File: src/rtl/pipe_hazard_ctrl.sv
// Pipeline hazard controller: load-use stalls, jump flushes and memory freeze.
// Optional performance counters are built only when HAZARD_PERF_CNT_EN is defined.
module pipe_hazard_ctrl #(
  parameter int LOAD_LAT     = 1,
  parameter int JFLUSH_EXTRA = 1
) (
  input  logic        clk,
  input  logic        rst,
  input  logic [2:0]  id_src1_addr,
  input  logic [2:0]  id_src2_addr,
  input  logic        id_src1_used,
  input  logic        id_src2_used,
  input  logic        idexe_rd_mem_en,
  input  logic        idexe_wb_enable,
  input  logic [2:0]  idexe_wb_dest,
  input  logic        jump_taken,
  input  logic        mem_busy,
  output logic        pc_en,
  output logic        ifid_en,
  output logic        idexe_en,
  output logic        exemem_en,
  output logic        ifid_flush,
  output logic        idexe_flush,
  output logic [1:0]  state_o,
  output logic [15:0] stall_cycles,
  output logic [15:0] flush_events
);

  typedef enum logic [1:0] {
    RUN        = 2'd0,
    LOAD_STALL = 2'd1,
    JUMP_FLUSH = 2'd2,
    MEM_WAIT   = 2'd3
  } state_t;

  state_t     state, state_nx;
  logic [2:0] scnt, scnt_nx;
  logic [1:0] jcnt, jcnt_nx;
  logic       hz;

  assign hz = idexe_rd_mem_en && idexe_wb_enable && (idexe_wb_dest != 3'd0) &&
              ((id_src1_used && (id_src1_addr == idexe_wb_dest)) ||
               (id_src2_used && (id_src2_addr == idexe_wb_dest)));

  always_comb begin
    state_nx    = state;
    scnt_nx     = scnt;
    jcnt_nx     = jcnt;
    pc_en       = 1'b1;
    ifid_en     = 1'b1;
    idexe_en    = 1'b1;
    exemem_en   = 1'b1;
    ifid_flush  = 1'b0;
    idexe_flush = 1'b0;
    if (mem_busy) begin
      pc_en     = 1'b0;
      ifid_en   = 1'b0;
      idexe_en  = 1'b0;
      exemem_en = 1'b0;
      state_nx  = MEM_WAIT;
    end else begin
      case (state)
        JUMP_FLUSH: begin
          ifid_flush = 1'b1;
          jcnt_nx    = jcnt - 2'd1;
          state_nx   = (jcnt == 2'd1) ? RUN : JUMP_FLUSH;
        end
        LOAD_STALL: begin
          if (jump_taken) begin
            ifid_flush  = 1'b1;
            idexe_flush = 1'b1;
            scnt_nx     = '0;
            jcnt_nx     = 2'(JFLUSH_EXTRA);
            state_nx    = (JFLUSH_EXTRA == 0) ? RUN : JUMP_FLUSH;
          end else begin
            pc_en       = 1'b0;
            ifid_en     = 1'b0;
            idexe_flush = 1'b1;
            scnt_nx     = scnt - 3'd1;
            state_nx    = (scnt == 3'd1) ? RUN : LOAD_STALL;
          end
        end
        default: begin
          // MEM_WAIT release evaluates like RUN; with no new event it resumes
          // whichever stall/flush the freeze interrupted.
          if (jump_taken) begin
            ifid_flush  = 1'b1;
            idexe_flush = 1'b1;
            scnt_nx     = '0;
            jcnt_nx     = 2'(JFLUSH_EXTRA);
            state_nx    = (JFLUSH_EXTRA == 0) ? RUN : JUMP_FLUSH;
          end else if (hz) begin
            pc_en       = 1'b0;
            ifid_en     = 1'b0;
            idexe_flush = 1'b1;
            scnt_nx     = 3'(LOAD_LAT - 1);
            jcnt_nx     = '0;
            state_nx    = (LOAD_LAT == 1) ? RUN : LOAD_STALL;
          end else if (state == MEM_WAIT) begin
            state_nx = (scnt != 3'd0) ? LOAD_STALL :
                       (jcnt != 2'd0) ? JUMP_FLUSH : RUN;
          end
        end
      endcase
    end
    if (rst) begin
      pc_en       = 1'b0;
      ifid_en     = 1'b0;
      idexe_en    = 1'b0;
      exemem_en   = 1'b0;
      ifid_flush  = 1'b1;
      idexe_flush = 1'b1;
    end
  end

  always_ff @(posedge clk or posedge rst) begin
    if (rst) begin
      state <= RUN;
      scnt  <= '0;
      jcnt  <= '0;
    end else begin
      state <= state_nx;
      scnt  <= scnt_nx;
      jcnt  <= jcnt_nx;
    end
  end

  assign state_o = state;

`ifdef HAZARD_PERF_CNT_EN
  logic [15:0] stall_q, flush_q;

  always_ff @(posedge clk or posedge rst) begin
    if (rst) begin
      stall_q <= '0;
      flush_q <= '0;
    end else begin
      if (!pc_en && (stall_q != '1))
        stall_q <= stall_q + 16'd1;
      if (jump_taken && ((state == RUN) || (state == LOAD_STALL)) && (flush_q != '1))
        flush_q <= flush_q + 16'd1;
    end
  end

  assign stall_cycles = stall_q;
  assign flush_events = flush_q;
`else
  assign stall_cycles = '0;
  assign flush_events = '0;
`endif

endmodule

File: config.mk
export PLATFORM = sky130hd
export DESIGN_NAME = pipe_hazard_ctrl
export DESIGN_NICKNAME = d
export VERILOG_FILES = /design/src/rtl/pipe_hazard_ctrl.sv
export SDC_FILE = /design/constraint.sdc
export NUM_CORES = 1
export LEC_CHECK = 0
export CORE_AREA = 10 10 57 59
export DETAILED_ROUTE_END_ITERATION = 12
export DIE_AREA = 0 0 67 69
export DONT_BUFFER_PORTS = 1
export GPL_ROUTABILITY_DRIVEN = 0
export PLACE_DENSITY = 0.61
export SKIP_LAST_GASP = 1
export SLEW_MARGIN = 20
export SYNTH_ARGS = -nofsm -noshare
export SYNTH_HDL_FRONTEND = slang
export SYNTH_SLANG_ARGS = --single-unit
File: constraint.sdc
create_clock -name clk -period 5.54 [get_ports clk]
set_clock_uncertainty 0.2 [all_clocks]
set_input_delay 0.554 -clock clk [delete_from_list [all_inputs] [get_ports clk]]
set_output_delay 0.554 -clock clk [all_outputs]
set_load 0.005 [all_outputs]
# Word level (Yosys, flattened, before mapping)
# Index checks and enable logic that the tools add are counted.
[op_classes]
n_mul = 0
n_bitwise = 2
magnitude_cmp = 0
addsub = 2
muxes = 34
eq_ne = 8
div_mod_pow = 0
reduce_logical = 14
n_shift = 0
[op_table]
columns = ["cell", "n"]
rows = [
  ["two-way mux 2 bit", 11],
  ["two-way mux 1 bit", 15],
  ["nonzero test 3 bit", 4],
  ["two-way mux 3 bit", 3],
  ["case mux 2 bit (2 select lines)", 2],
  ["equality test 3 bit", 2],
  ["case mux 3 bit (2 select lines)", 1],
  ["AND reduction 3 bit", 2],
  ["nonzero test 6 bit", 1],
  ["logical AND 1 bit", 5],
  ["equality test 2 x 1 -> 1 bit, second input constant", 2],
  ["equality test 2 bit, second input constant", 2],
  ["case mux 1 bit (2 select lines)", 2],
  ["equality test 3 x 1 -> 1 bit, second input constant", 1],
  ["subtractor 3 x 1 -> 3 bit, second input constant", 1],
  ["inequality test 2 bit, second input constant", 1],
  ["inverter 1 bit", 2],
  ["nonzero test 2 bit", 1],
  ["subtractor 2 x 1 -> 2 bit, second input constant", 1],
  ["logical OR 1 bit", 1],
]
[totals]
elab_cells = 63
romBits = 0
ram_bits = 0
latchBits = 0
regBits = 7
out_inout_bits = 40
memories = 0

# Depth between registers and ports, before layout
[logic_depth]
ltp_word = 9
mapped_depth = 7

# Worst setup path after synthesis
# Ideal clock, no wire load.
[synth_path]
kind = "input to output"
startpoint = "input port idexe_wb_dest[0]"
endpoint = "output port pc_en"
slack_ps = 3390
required_time_ps = 4786
t_arrival_ps = 1396
path_stages = 5
n_path_buf = 1
path_cell_list = "xnor2_1 nand4_1 a21oi_2 a31oi_1 buf_4"
[synth_between]
elab_chain_cells = 9
[synth_lines]
columns = ["item", "line_no", "rtl"]
rows = [
  ["start, declared", "15", "input logic [2:0] idexe_wb_dest,"],
  ["equality test 3 bit (on tied branches)", "42, 43", ""],
  ["logical AND 1 bit (on tied branches)", "42, 43", ""],
  ["logical OR 1 bit", "42", "((id_src1_used && (id_src1_addr == idexe_wb_dest)) ||"],
  ["logical AND 1 bit *", "41", "assign hz = idexe_rd_mem_en && idexe_wb_enable && (idexe_wb_dest != 3'd0) &&"],
  ["two-way mux 1 bit * (2 in a row)", "-", ""],
  ["case mux 1 bit (2 select lines) *", "-", ""],
  ["two-way mux 1 bit * (2 in a row)", "-", ""],
  ["end, declared", "18", "output logic pc_en,"],
]
# Every way passes the cells marked *; elsewhere a longest branch is shown, timed or not.

# Worst setup path in the final report
[layout_path]
startpoint = "register state[1], in the netlist state_o[1]"
endpoint = "output port ifid_en"
[layout_between]
elab_chain_cells = 4
[layout_lines]
columns = ["item", "line_no", "rtl"]
rows = [
  ["start, declared", "36", "state_t state, state_nx;"],
  ["start signal, assigned", "122", "state <= state_nx;"],
  ["equality test 2 x 1 -> 1 bit / equality test 2 bit (equally long branches)", "62", "case (state)"],
  ["case mux 1 bit (2 select lines) *", "62", ""],
  ["two-way mux 1 bit *", "55", "if (mem_busy) begin"],
  ["two-way mux 1 bit *", "106", "if (rst) begin"],
  ["end, declared", "19", "output logic ifid_en,"],
]
# Marked as above.

==> key figures <==
Die
  • Die width: 67 microns
  • Die H: 69 microns
  • Starting Density: 44.0%
  • Core area: 2150 sq um
  • I/O pins: 57
  • Full die area: 4620 sq um
  • Row count: 17

Timing
  • Final min period: 2410 ps
  • Tcrit/Tclk final: 43.6%
  • Final Setup Violations: 0
  • RSZ-0062 raised after global routing: false
  • Final Hold Viols: 0
  • Sum Neg Setup Slack: 0 ps
  • Final Max Slew Viols: 0
  • FMAX: 0.414 GHz

Worst setup path
  • R2R Setup Slk: 3450 ps
  • Worst Path Required: 4790 ps
  • Crit path largest cell delay: 440 ps
  • Critical Path Sink Type: output pin
  • Worst EP arrival: 1660 ps
  • R2R Path Start: state_o[0]
  • WS Path Type: register to output pin
  • Critical-path maximum fanout: 10
  • CP max stage cell: dfrtp_1
  • Crit path cell chain: inv_1 -> ha_1 -> a211o_2 -> nand2_1 -> a31oi_1
  • Crit path from: state_o[1]
  • Crit start category: register

Finish
  • # fillers: 248
  • Non-Filler Instances: 146
  • Layout cells sized above 1: 6.78%
  • Nets: 144
  • N_diodes: 0
  • Area Growth Syn to Fin: -8.34%
  • Fin util: 40.3%

Clocking
  • Setup Fix Bufs, Post-CTS: 0
  • # resized after CTS: 0
  • Total CTS buffers: 3
  • CTS H-tree lvls: 1
  • Clk pin slew, worst setup/hold paths: 50 ps
  • CTS tree: done
  • Clock sinks: 7
  • Max Buffers Root-to-Sink: 2
  • Clock root cell: clkbuf_4
  • Clk_lat worst skew: 260 ps

Logic synthesis
  • Post-Synth XOR/XNOR Area: 5.56%
  • Compound-Gate Fraction of Synth Area: 16.6%
  • Fraction of synthesized area in multiplexers: 1.06%
  • Yosys top cell by area: buf_4
  • Top cells by count, synth: 34 x buf_4, 9 x inv_1, 8 x ha_1
  • EDFF count, synth: 0
  • Post-Synth Adder-Cell Area: 10.6%
  • Largest family of logic cells by synthesized area: buffers and inverters
  • Yosys reg bits: 7
  • Synth cell types: 34
  • Area contributors post-synth: buf_4 27%, dfrtp_1 19%, ha_1 11%, xnor2_1 5.6%, inv_1 3.6%
  • Cells after Synth: 119
  • Top cell type's share of synthesized area: 27.0%
  • Simple-gate share of the synthesized area: 15.1%
  • Post-synth ARST share: 100%
  • Most frequent cell after synthesis: buf_4
  • Top_reg_cell synth: dfrtp_1
  • Mapped cell area: 945 sq um
  • Avg Cell Area, Syn: 7.94 sq um
  • Yosys synthesis warning count: 0
  • Sequential area share after synthesis: 18.5%

Min path
  • Hold path start: mem_busy
  • Hold Path Class: input pin to register

Power and ir drop
  • Leak: 0.407 nW
  • Pint: 176 uW
  • Sequential power share: 29.6%
  • Switching Share: 45.6%
  • Switching component of the power: 148 uW
  • Total power: 324 uW
  • PwrDens: 374 nW/um^2
  • Clock power share: 15.1%
  • Max VDD drop: 0.000170 V
  • Combinational power share: 55.3%

Detailed routing
  • DRT iter0 DRCs: 21
  • Drt pass-1 iters: 4
  • Post-route ant nets: 0
  • Residual DRC: 0
  • Via count: 711
  • WL/cell: 14.0 microns
  • Post-DR vias/cell: 4.87
  • WL final: 2.04 mm

Place
  • Cell count after placement: 141
  • Dpl hpwl: 1.70 mm
  • PortBufs: 0

GRT
  • Initial antenna violation count: 0
  • GRT Util Overall: 8.55%
  • Vias in the first global route: 709
  • Largest net degree at the start of global routing: 14
  • Global route overflow: 0
  • First-pass GRT wire length: 3.32 mm

Status
  • Status: completed

Job
  • Max capacitance violation total: 0
registers in the layout, indices dropped and copies added (netlist names):
register  cells
scnt          3
state_o       2
jcnt          2
critical path: cells and delay by family (launching register included):
family,cells,cell delay (ps)
AND/OR/NAND/NOR,1,40
adder cells (fa/ha/maj),1,370
buffers and inverters,1,80
flip-flops,1,440
AO/OA/AOI/OAI,2,470
kinds of logic after synthesis:
group | after synthesis
AOI/OAI and AO/OA | 23
xor gates and xnor gates | 6
adders and majority gates | 8
buffers and inverters | 47
DFF | 7
muxes | 1
other | 1
and+or+nand+nor | 26
per-layer routing:
metal	up-vias	global-route usage, %	routed length, microns
met1	331	9.24	763
met5	-	0	0
met3	5	6.28	342
met4	0	3.39	34
met2	38	12.3	897
li1	337	-	-
what timing repair did:
item	CTS	global route
hold endpoints to repair	7	0
endpoints found under the setup margin	0	0
hold buffers	1	0
final timing paths:
| kind | to | depth (start not counted) |
|---|---|---|
| max | ifid_en | 5 |
| min | jcnt[0] | 1 |
| max reg2reg | state_o[0] | 6 |
| min reg2reg | scnt[0] | 1 |
| max in group asynchronous | state_o[0] | 2 |
| min in group asynchronous | scnt[2] | 2 |
power by group through the flow:
| stage | Sequential [mW] | Combinational (mW) | Clock, mW |
|---|---|---|---|
| floorplan | 0.0917 | 0.167 | 0 |
| global placement | 0.0966 | 0.174 | 0 |
| detailed placement | 0.0974 | 0.177 | 0 |
| CTS | 0.0965 | 0.179 | 0.0498 |
| global route | 0.100 | 0.212 | 0.0528 |
| finish | 0.0957 | 0.179 | 0.0490 |
cells in the final DEF, fill, tap and decap left out, types with 2 or more instances in the layout:
cell type | synthesis | layout
conb_1 | 1 | 32
inv_1 | 9 | 9
ha_1 | 8 | 8
dfrtp_1 | 7 | 7
nor2_1 | 6 | 6
xnor2_1 | 6 | 6
o21ai_0 | 6 | 6
nand2_1 | 4 | 4
nor4_1 | 4 | 4
a21oi_1 | 3 | 3
clkbuf_4 | 0 | 3
nor2b_1 | 2 | 2
nand4_1 | 2 | 2
o31a_1 | 2 | 2
nand2b_1 | 2 | 2
o221ai_1 | 2 | 2
or4_1 | 2 | 2
a31oi_1 | 2 | 2
cell type report:
cell class,count,area (sq um),share of cell area (%)
multi-input combinational,96,582,67.2
clock buffer,4,26.3,3.03
sequential,7,175,20.2
tap,28,35.0,4.05
inverter,10,37.5,4.34
timing repair buffer,1,10.0,1.16
stage by stage:
stage          area (sq um)  hold slack [ps]  worst slack [ps]
4_1_cts                 866              246              3100
2_1_floorplan          1060              171              3390
3_5_place_dp            830              236              3190
3_3_place_gp            830              229              3240
5_1_grt                 866              248              2990
6_report                866              250              3130
Power figures use the tool's default switching activity.
